**src/rtl/sha256_round_engine.sv**
```systemverilog
// ---------------------------------------------------------------------------
// sha256_round_engine
//
// Iterative SHA-256 compression engine. It accepts one 512-bit message block
// plus a chaining state (or the standard IV), runs the 64 FIPS 180-4 rounds
// at RPC rounds per clock, and returns the updated 256-bit state together
// with an opaque tag that travels with the block.
//
// Parameters
//   RPC    rounds evaluated per clock (1, 2, 4, 8 or 16)
//   TAG_W  width of the per-block tag
//
// Ports
//   clk        clock, rising edge
//   rst_n      synchronous active-low reset
//   blk_vld    input block valid
//   blk_rdy    input block ready
//   blk_words  message block, [511:480] = W[0] ... [31:0] = W[15]
//   blk_first  1: start from the SHA-256 IV, 0: start from blk_state
//   blk_state  chaining state, [255:224] = H0 ... [31:0] = H7
//   blk_tag    opaque tag for this block
//   dig_vld    result valid
//   dig_rdy    result ready
//   dig_state  updated state, same packing as blk_state
//   dig_tag    tag of the block that produced dig_state
//   busy       engine is running or holding a result
// ---------------------------------------------------------------------------
module sha256_round_engine #(
  parameter int RPC   = 1,
  parameter int TAG_W = 4
) (
  input  logic             clk,
  input  logic             rst_n,
  input  logic             blk_vld,
  output logic             blk_rdy,
  input  logic [511:0]     blk_words,
  input  logic             blk_first,
  input  logic [255:0]     blk_state,
  input  logic [TAG_W-1:0] blk_tag,
  output logic             dig_vld,
  input  logic             dig_rdy,
  output logic [255:0]     dig_state,
  output logic [TAG_W-1:0] dig_tag,
  output logic             busy
);

  generate
    if (!(RPC == 1 || RPC == 2 || RPC == 4 || RPC == 8 || RPC == 16)) begin : g_bad_rpc
      $error("sha256_round_engine: RPC must be 1, 2, 4, 8 or 16");
    end
  endgenerate

  localparam int DATA_W = 32;

  // Round counter holds the index of the first round of the current cycle;
  // the final RUN cycle starts at round 64-RPC.
  localparam logic [5:0] STEP   = 6'(RPC);
  localparam logic [5:0] LAST_T = 6'(64 - RPC);

  localparam logic [255:0] IV = {
    32'h6a09e667, 32'hbb67ae85, 32'h3c6ef372, 32'ha54ff53a,
    32'h510e527f, 32'h9b05688c, 32'h1f83d9ab, 32'h5be0cd19
  };

  localparam logic [DATA_W-1:0] K [64] = '{
    32'h428a2f98, 32'h71374491, 32'hb5c0fbcf, 32'he9b5dba5,
    32'h3956c25b, 32'h59f111f1, 32'h923f82a4, 32'hab1c5ed5,
    32'hd807aa98, 32'h12835b01, 32'h243185be, 32'h550c7dc3,
    32'h72be5d74, 32'h80deb1fe, 32'h9bdc06a7, 32'hc19bf174,
    32'he49b69c1, 32'hefbe4786, 32'h0fc19dc6, 32'h240ca1cc,
    32'h2de92c6f, 32'h4a7484aa, 32'h5cb0a9dc, 32'h76f988da,
    32'h983e5152, 32'ha831c66d, 32'hb00327c8, 32'hbf597fc7,
    32'hc6e00bf3, 32'hd5a79147, 32'h06ca6351, 32'h14292967,
    32'h27b70a85, 32'h2e1b2138, 32'h4d2c6dfc, 32'h53380d13,
    32'h650a7354, 32'h766a0abb, 32'h81c2c92e, 32'h92722c85,
    32'ha2bfe8a1, 32'ha81a664b, 32'hc24b8b70, 32'hc76c51a3,
    32'hd192e819, 32'hd6990624, 32'hf40e3585, 32'h106aa070,
    32'h19a4c116, 32'h1e376c08, 32'h2748774c, 32'h34b0bcb5,
    32'h391c0cb3, 32'h4ed8aa4a, 32'h5b9cca4f, 32'h682e6ff3,
    32'h748f82ee, 32'h78a5636f, 32'h84c87814, 32'h8cc70208,
    32'h90befffa, 32'ha4506ceb, 32'hbef9a3f7, 32'hc67178f2
  };

  // FIPS 180-4 logical functions
  function automatic logic [DATA_W-1:0] big_sigma0(input logic [DATA_W-1:0] x);
    return {x[1:0], x[31:2]} ^ {x[12:0], x[31:13]} ^ {x[21:0], x[31:22]};
  endfunction

  function automatic logic [DATA_W-1:0] big_sigma1(input logic [DATA_W-1:0] x);
    return {x[5:0], x[31:6]} ^ {x[10:0], x[31:11]} ^ {x[24:0], x[31:25]};
  endfunction

  function automatic logic [DATA_W-1:0] small_sigma0(input logic [DATA_W-1:0] x);
    return {x[6:0], x[31:7]} ^ {x[17:0], x[31:18]} ^ (x >> 3);
  endfunction

  function automatic logic [DATA_W-1:0] small_sigma1(input logic [DATA_W-1:0] x);
    return {x[16:0], x[31:17]} ^ {x[18:0], x[31:19]} ^ (x >> 10);
  endfunction

  function automatic logic [DATA_W-1:0] ch(input logic [DATA_W-1:0] e,
                                           input logic [DATA_W-1:0] f,
                                           input logic [DATA_W-1:0] g);
    return (e & f) ^ (~e & g);
  endfunction

  function automatic logic [DATA_W-1:0] maj(input logic [DATA_W-1:0] a,
                                            input logic [DATA_W-1:0] b,
                                            input logic [DATA_W-1:0] c);
    return (a & b) ^ (a & c) ^ (b & c);
  endfunction

  typedef enum logic [1:0] {
    S_IDLE,
    S_RUN,
    S_DONE
  } state_t;

  state_t                   state_q, state_d;
  logic [5:0]               cnt_q;
  logic [15:0][DATA_W-1:0]  w_q;      // schedule window, index 0 = W[t]
  logic [7:0][DATA_W-1:0]   wk_q;     // working variables, index 0 = a
  logic [7:0][DATA_W-1:0]   h_q;      // state the block started from
  logic [TAG_W-1:0]         tag_q;
  logic [255:0]             dig_state_q;
  logic [TAG_W-1:0]         dig_tag_q;

  logic                     accept;
  logic                     last_run;
  logic [15:0][DATA_W-1:0]  load_w;
  logic [7:0][DATA_W-1:0]   init_h;
  logic [15:0][DATA_W-1:0]  win_n;
  logic [7:0][DATA_W-1:0]   wk_n;
  logic [DATA_W-1:0]        t1, t2, w_new;
  logic [255:0]             dig_d;

  // Handshake and status
  assign blk_rdy   = rst_n & ((state_q == S_IDLE) | ((state_q == S_DONE) & dig_rdy));
  assign accept    = blk_vld & blk_rdy;
  assign last_run  = (state_q == S_RUN) && (cnt_q == LAST_T);
  assign dig_vld   = (state_q == S_DONE);
  assign busy      = (state_q != S_IDLE);
  assign dig_state = dig_state_q;
  assign dig_tag   = dig_tag_q;

  always_comb begin
    state_d = state_q;
    case (state_q)
      S_IDLE:  if (blk_vld) state_d = S_RUN;
      S_RUN:   if (cnt_q == LAST_T) state_d = S_DONE;
      S_DONE:  if (dig_rdy) state_d = blk_vld ? S_RUN : S_IDLE;
      default: state_d = S_IDLE;
    endcase
  end

  // Unpack the bus-order block and chaining state into word arrays
  always_comb begin
    load_w = '0;
    init_h = '0;
    for (int i = 0; i < 16; i++) begin
      load_w[i] = blk_words[DATA_W*(15-i) +: DATA_W];
    end
    for (int i = 0; i < 8; i++) begin
      init_h[i] = blk_first ? IV[DATA_W*(7-i) +: DATA_W]
                            : blk_state[DATA_W*(7-i) +: DATA_W];
    end
  end

  // RPC chained rounds. Each round consumes W[t] from the head of the window
  // and appends W[t+16]; words produced past round 63 are never consumed.
  always_comb begin
    wk_n  = wk_q;
    win_n = w_q;
    t1    = '0;
    t2    = '0;
    w_new = '0;
    for (int r = 0; r < RPC; r++) begin
      t1 = wk_n[7] + big_sigma1(wk_n[4]) + ch(wk_n[4], wk_n[5], wk_n[6])
         + K[cnt_q + 6'(r)] + win_n[0];
      t2 = big_sigma0(wk_n[0]) + maj(wk_n[0], wk_n[1], wk_n[2]);
      w_new = small_sigma1(win_n[14]) + win_n[9] + small_sigma0(win_n[1]) + win_n[0];
      for (int j = 7; j > 0; j--) begin
        wk_n[j] = wk_n[j-1];
      end
      wk_n[4] = wk_n[4] + t1;
      wk_n[0] = t1 + t2;
      for (int j = 0; j < 15; j++) begin
        win_n[j] = win_n[j+1];
      end
      win_n[15] = w_new;
    end
  end

  // Feed-forward of the block's starting state into the final working set
  always_comb begin
    dig_d = '0;
    for (int i = 0; i < 8; i++) begin
      dig_d[DATA_W*(7-i) +: DATA_W] = h_q[i] + wk_n[i];
    end
  end

  // Control registers and result
  always_ff @(posedge clk) begin
    if (!rst_n) begin
      state_q     <= S_IDLE;
      cnt_q       <= '0;
      dig_state_q <= '0;
      dig_tag_q   <= '0;
    end else begin
      state_q <= state_d;
      if (accept) begin
        cnt_q <= '0;
      end else if (state_q == S_RUN) begin
        cnt_q <= cnt_q + STEP;
      end
      if (last_run) begin
        dig_state_q <= dig_d;
        dig_tag_q   <= tag_q;
      end
    end
  end

  // Datapath registers
  always_ff @(posedge clk) begin
    if (accept) begin
      w_q   <= load_w;
      wk_q  <= init_h;
      h_q   <= init_h;
      tag_q <= blk_tag;
    end else if (state_q == S_RUN) begin
      w_q  <= win_n;
      wk_q <= wk_n;
    end
  end

endmodule

```
**config.mk**
```make
export PLATFORM = sky130hd
export DESIGN_NAME = sha256_round_engine
export DESIGN_NICKNAME = d
export VERILOG_FILES = /design/src/rtl/sha256_round_engine.sv
export SDC_FILE = /design/constraint.sdc
export NUM_CORES = 2
export LEC_CHECK = 0
export BUFFER_PORTS_ARGS = -buffer_cell sky130_fd_sc_hd__buf_2
export CORE_UTILIZATION = 25
export CTS_BUF_LIST = sky130_fd_sc_hd__clkbuf_4 sky130_fd_sc_hd__clkbuf_8
export CTS_CLUSTER_SIZE = 14
export DETAILED_ROUTE_END_ITERATION = 12
export PLACE_DENSITY_LB_ADDON = 0.08
export SYNTH_ARGS = -nofsm -noshare
export SYNTH_HDL_FRONTEND = slang
export SYNTH_SLANG_ARGS = --single-unit
```
**constraint.sdc**
```tcl
create_clock -name clk -period 26.9 [get_ports clk]
set_clock_uncertainty 0.05 [all_clocks]
set_input_delay 4.035 -clock clk [delete_from_list [all_inputs] [get_ports clk]]
set_output_delay 4.035 -clock clk [all_outputs]
set_load 0.01 [all_outputs]
```
* Word level (Yosys, flattened, before mapping)
Memories as Yosys holds them, arrays and structs flattened. Cells that the tools add are included.
Word-level totals: bits in registers 1296, bits in read-only memories 2048, input port bits 777, output and inout bits 263, logic and storage cells 112, memories 1
Memories:
- (no name shown) | words 64, width 32, read ports 1, clocked after memory_dff 0, wr ports 0, RTL line 179 | + K[cnt_q + 6'(r)] + win_n[0];
Cells by class: add/sub/neg operators 19, $lt $le $gt $ge 1, equal/unequal tests 6, mux-type cells 19, bitwise operators 23, reduce and logical (&&, ||, !) cells 6
Operator list (number):
- $mux W512 | 2
- $add A32 B32 Y32 | 18
- $mux W256 | 2
- $mux W32 | 10
- $xor A32 B32 Y32 | 9
- $and A32 B32 Y32 | 5
- $not A32 Y32 | 1
- $xor A32 B22 Y32 | 1
- $xor A32 B29 Y32 | 1
- $ge A7 B7 Y1 const B | 1
- $not A6 Y7 | 1
- $add A6 B1 Y6 const B | 1
- $eq A6 B6 Y1 const B | 1
- $mux W2 | 3
- $pmux W2 S3 | 1
- $ne A2 B1 Y1 const B | 2
- $reduce_bool A2 Y1 | 2
- $and A1 B1 Y1 | 3
- $reduce_and A3 Y1 | 1
- $eq A2 B1 Y1 const B | 1
- $eq A2 B2 Y1 const B | 1
- $logic_not A2 Y1 | 1
- $ne A2 B2 Y1 const B | 1
- $reduce_or A2 Y1 | 1
- 4 further kinds | 4

* Depth between registers and ports, before layout
depth after elaboration 9, depth in mapped cells 50, mapped depth without buffers 48

* Worst setup path before layout
No wires, ideal clock.
path kind input to register, from input port dig_rdy, to register w_q[0] (netlist name), enable pin, library setup time 822 ps, arrival time 14414 ps, data required time 26028 ps, path slack 11613 ps, cell stages on the path 8, path buffers 2, cells stage by stage nand2b_1 > nand2_1 > nor2_1 > nand2_1 > clkinv_1 > clkbuf_1 > clkbuf_1 > or2_2
On the way: word-level cells in the longest chain between the ends 5
RTL lines:
- from (decl) | RTL line 41 | input logic dig_rdy,
- $and A1 B1 Y1 | RTL line 138 | assign blk_rdy = rst_n & ((state_q == S_IDLE) | ((state_q == S_DONE) & dig_rdy));
- $or A1 B1 Y1 | RTL line 138
- $and A1 B1 Y1 | RTL line 138
- named net blk_rdy | RTL line 35 | output logic blk_rdy,
- $and A1 B1 Y1 | RTL line 139 | assign accept = blk_vld & blk_rdy;
- $reduce_bool A2 Y1 (no line)
- to (signal assigned) | RTL line 226 | w_q <= load_w;
- to (signal assigned) | RTL line 231 | w_q <= win_n;
- to (decl) | RTL line 121 | logic [15:0][DATA_W-1:0] w_q;
The timed path passes the listed nets, and every way through them passes these cells. A chain may end at the register's enable or synchronous reset.

* Final worst setup path
from register cnt_q[1], to register dig_state_q[255], in the netlist dig_state[255]
On the way: word-level cells in the longest chain between the ends 8, elaborated cells on any way between the ends 10, those cells by class 4 x add/sub; 1 x eq/ne; 2 x mux; 1 x bitwise; 1 x reduce/logical; 1 x memory
RTL lines:
- from (decl) | RTL line 120 | logic [5:0] cnt_q;
- from (signal assigned) | RTL line 214 | cnt_q <= cnt_q + STEP;
- $not A6 Y7 (not written as such) | RTL line 179
- $mem_v2 Z64 W32
- $mux W32 (not written as such) (2 in series) | RTL line 179
- $add A32 B32 Y32 (2 in series) | RTL line 179
- $add A32 B32 Y32 | RTL line 186 | wk_n[0] = t1 + t2;
- $add A32 B32 Y32 | RTL line 198 | dig_d[DATA_W*(7-i) +: DATA_W] = h_q[i] + wk_n[i];
- to (signal assigned) | RTL line 217 | dig_state_q <= dig_d;
- to (decl) | RTL line 125 | logic [255:0] dig_state_q;
Parallel ways exist; a longest one is shown, timed or not. The select of a mux whose other input is x is not followed.

==> impl_summary.txt <==
----------------------------------------------------
[Status]
  Result of the run ... finished, final reports clean

[Worst setup path]
  Launching element type of the critical path ... register
  Crit Path Category ... reg2reg
  Worst-case register-to-register setup slack ... 15620 ps
  Data required time of the worst path ... 27680 ps
  Critical-path top delay cell ... o21ai_0
  Maximum net fanout on the critical path ... 16
  Critical path capture point type ... register
  Delay of the slowest cell on the worst path ... 740 ps
  Data arrival time of the worst path ... 12060 ps
  R2R Path End ... dig_state[255]$_SDFFE_PN0P_
  Reg-to-reg critical path startpoint ... cnt_q[1]$_SDFFE_PP0P_
  Number of cells traversed by the worst register-to-register path ... 43

[Clock network]
  Number of sinks handled by clock tree synthesis ... 1296
  Buffer levels on the longest clock path ... 4
  Total CTS buffers ... 276
  Clock tree from TritonCTS ... built
  Number of buffers added to fix hold violations after cts ... 0
  Clock latency on the worst-skew pair ... 1040 ps
  Post-cts resize count ... 0
  H-Tree Level Count ... 5
  Root buffer selected by CTS ... clkbuf_8
  Post-CTS Setup Bufs ... 0
  Clock-pin slew of the registers on the worst-case setup and hold paths ... 60 ps

[Floorplanning]
  Die Span Y ... 564 um
  Placeable Area ... 315000 sq um
  Chip Width ... 564 um
  Ports ... 1040
  # rows ... 206
  Starting density of the core ... 25.1%
  Die ar. ... 319000 sq um

[Synthesis]
  Post-Syn Instances ... 8024
  Count of unique library cells instantiated by Yosys ... 98
  Share of the yosys chip area belonging to registers ... 45.8%
  Post-synth design cell area ... 79100 sq um
  Multiplexer area fraction after synthesis ... 4.16%
  Post-synth EDFFs ... 1028
  Seq cells post-synth ... 1296
  Dominant register cell in the synthesized netlist ... edfxtp_1
  Synth Warn # ... 0
  Post-Synthesis Mean Instance Area ... 9.85 sq um
  Compound-cell area share of the yosys netlist ... 11.7%
  Synth Area in Adders ... 11.4%
  Share of the synthesized netlist area taken by xor and xnor gates ... 6.46%
  Fraction of synthesis flops using an asynchronous set or reset pin ... 0%
  Syn nets ... 9400
  Dominant combinational cell family by area after synthesis ... simple AND/OR/NAND/NOR gates
  Synth Area in Simple Gates ... 16.4%

[Detailed routing]
  Via total after detailed routing ... 63500
  Drt via density ... 4.70
  Avg WL per Cell ... 28.6 um
  Post-route DRC ... 0
  Iteration-0 DRC Markers ... 4727
  Wire length reported by the detailed router ... 386 mm
  Remaining number of nets flagged by the antenna check after routing ... 0
  Detailed-router iteration count before antenna repair ... 8

[Placement]
  Dpl hpwl ... 306 mm
  Number of port buffers ... 1039
  Final weighted congestion in routability-driven placement ... 0.883

[Layout]
  Area growth syn-to-layout ... 19.5%
  Count of fill cells added during filler insertion ... 33500
  Final net count ... 10400
  Layout cell share with drive strength beyond 1 ... 22.1%
  Post-route core utilization ... 30.0%

[Global route]
  Total global-route track usage ... 23.5%
  Number of global-route vias before repair ... 63700
  Maximum number of pins on one net before global-route repair ... 203
  Overflow after GRT ... 0
  Number of antenna violations at the first check in global routing ... 187
  First-pass GRT wire length ... 519 mm

[Timing]
  Maximum clock frequency ... 88.6 MHz
  Total Negative Setup Slacks ... 0 ps
  Ratio of final minimum period to clock period ... 41.9%
  Min Clock Period, post-route ... 11280 ps
  Pin slew with the least headroom to its limit ... 1240 ps
  Relative max-transition margin ... 17.1%
  Number of hold-slack violations in the final timing report ... 0
  Unrepaired setup endpoints after global routing ... false
  # setup viols final ... 0
  Number of pins with negative max-slew slack in the final report ... 0

[Hold path]
  Class of the tightest hold or removal check ... reg2reg
  Worst hold start ... dig_state[21]$_SDFFE_PN0P_
  Number of instances on the worst hold path ... 2
  Hold Crit Endpoint ... dig_state[21]$_SDFFE_PN0P_

[Job]
  Number of maximum-capacitance violations ... 0

----------------------------------------------------
cell type report:
cell class,instances,area [sq um],share of cell area (%)
timing repair buffer,1116,5850,6.19
antenna,68,170,0.180
clock inverter,92,698,0.739
clock buffer,401,4860,5.14
sequential,1296,36200,38.3
multi-input combinational,5890,39700,42.0
inverter,478,1800,1.91
tap,4160,5200,5.51
Yosys cell counts (49+ instances only):
library cell	count	area, sq um
nand2_1	1898	7120
edfxtp_1	1028	30900
inv_1	475	1780
o21ai_0	421	2110
ha_1	403	5040
a21oi_1	365	1830
clkbuf_1	333	1250
xnor2_1	328	2870
mux2_2	275	3100
dfxtp_1	268	5370
xor2_1	253	2220
nor2_1	239	897
fa_1	196	3920
a21o_1	189	1420
nor2b_1	171	1070
or2_2	149	932
and2_1	134	838
nor3_1	84	420
a21boi_0	76	571
nand3_1	63	315
o21bai_1	53	398
a31oi_1	49	307
metal layers:
layer	share of wire [%]	vias to the layer above	track usage [%]
met5	0.26	-	0
met4	2.4	162	5.48
met3	6.7	591	5.71
met2	46	1934	38.4
met1	45	31000	31.1
li1	-	29800	-
per-stage QoR:
stage / area (sq um) / setup WS, ps / std cells / hold slack, ps
after detailed placement: 88800 / 15740 / 12900 / 391
after floorplan: 79100 / 11610 / 8024 / 420
final: 94500 / 15620 / 13500 / 401
after CTS: 94300 / 15720 / 13400 / 405
after global placement: 88800 / 15750 / 12900 / 392
after global routing: 94400 / 15010 / 13500 / 424
flip-flops by register name, summed over array words and instances (netlist names):
| signal | flops |
|---|---|
| w_q | 512 |
| dig_state | 256 |
| h_q | 256 |
| wk_n | 192 |
| wk_q | 64 |
| cnt_q | 6 |
| dig_tag | 4 |
| tag_q | 4 |
| state_q | 2 |
cells by family (layout without fill, tap and decap cells):
kind of cell	count (synthesis)	in the layout
flip-flops	1296	1296
buffers and inverters	838	2087
AO/OA/AOI/OAI	1480	1480
other	0	68
multiplexers	288	288
adder cells (fa/ha/maj)	604	604
XOR/XNOR	582	582
AND/OR/NAND/NOR	2936	2936
how the worst max path moves through the flow:
stage	from	end	slack [ps]	cells past startpoint
2_1_floorplan	dig_rdy	w_q[0]$_DFFE_PP_	11610	8
3_3_place_gp	cnt_q[0]$_SDFFE_PP0P_	dig_state[255]$_SDFFE_PN0P_	15750	44
3_5_place_dp	cnt_q[0]$_SDFFE_PP0P_	dig_state[255]$_SDFFE_PN0P_	15740	41
4_1_cts	cnt_q[0]$_SDFFE_PP0P_	dig_state[255]$_SDFFE_PN0P_	15720	41
5_1_grt	cnt_q[0]$_SDFFE_PP0P_	dig_state[255]$_SDFFE_PN0P_	15010	42
6_report	cnt_q[1]$_SDFFE_PP0P_	dig_state[255]$_SDFFE_PN0P_	15620	43
critical path: cells and delay by family (launching register included):
kind,cells,cell delay [ps]
AOI/OAI and AO/OA,23,5100
and+or+nand+nor,5,1080
DFF,1,310
buffers and inverters,5,870
xor gates and xnor gates,4,870
adders and majority gates,6,2750
cell usage in the layout, fill, tap and decap left out, drive strengths merged, types with 33 or more instances in the layout:
master,netlist,final
a211oi,40,40
a21boi,81,81
a21o,191,191
a21oi,367,367
a31oi,50,50
and2,134,134
buf,24,1116
clkbuf,336,401
clkinv,2,67
dfxtp,268,268
diode,0,68
edfxtp,1028,1028
fa,196,196
ha,403,403
inv,476,489
mux2,275,275
nand2,1898,1898
nand2b,49,49
nand3,63,63
nor2,239,239
nor2b,171,171
nor3,84,84
o21a,45,45
o21ai,459,459
o21bai,53,53
or2,150,150
or3,33,33
xnor2,328,328
xor2,253,253
Power is not shown: default switching activity piles up to over one toggle a cycle in this logic, so the estimate is an artifact.
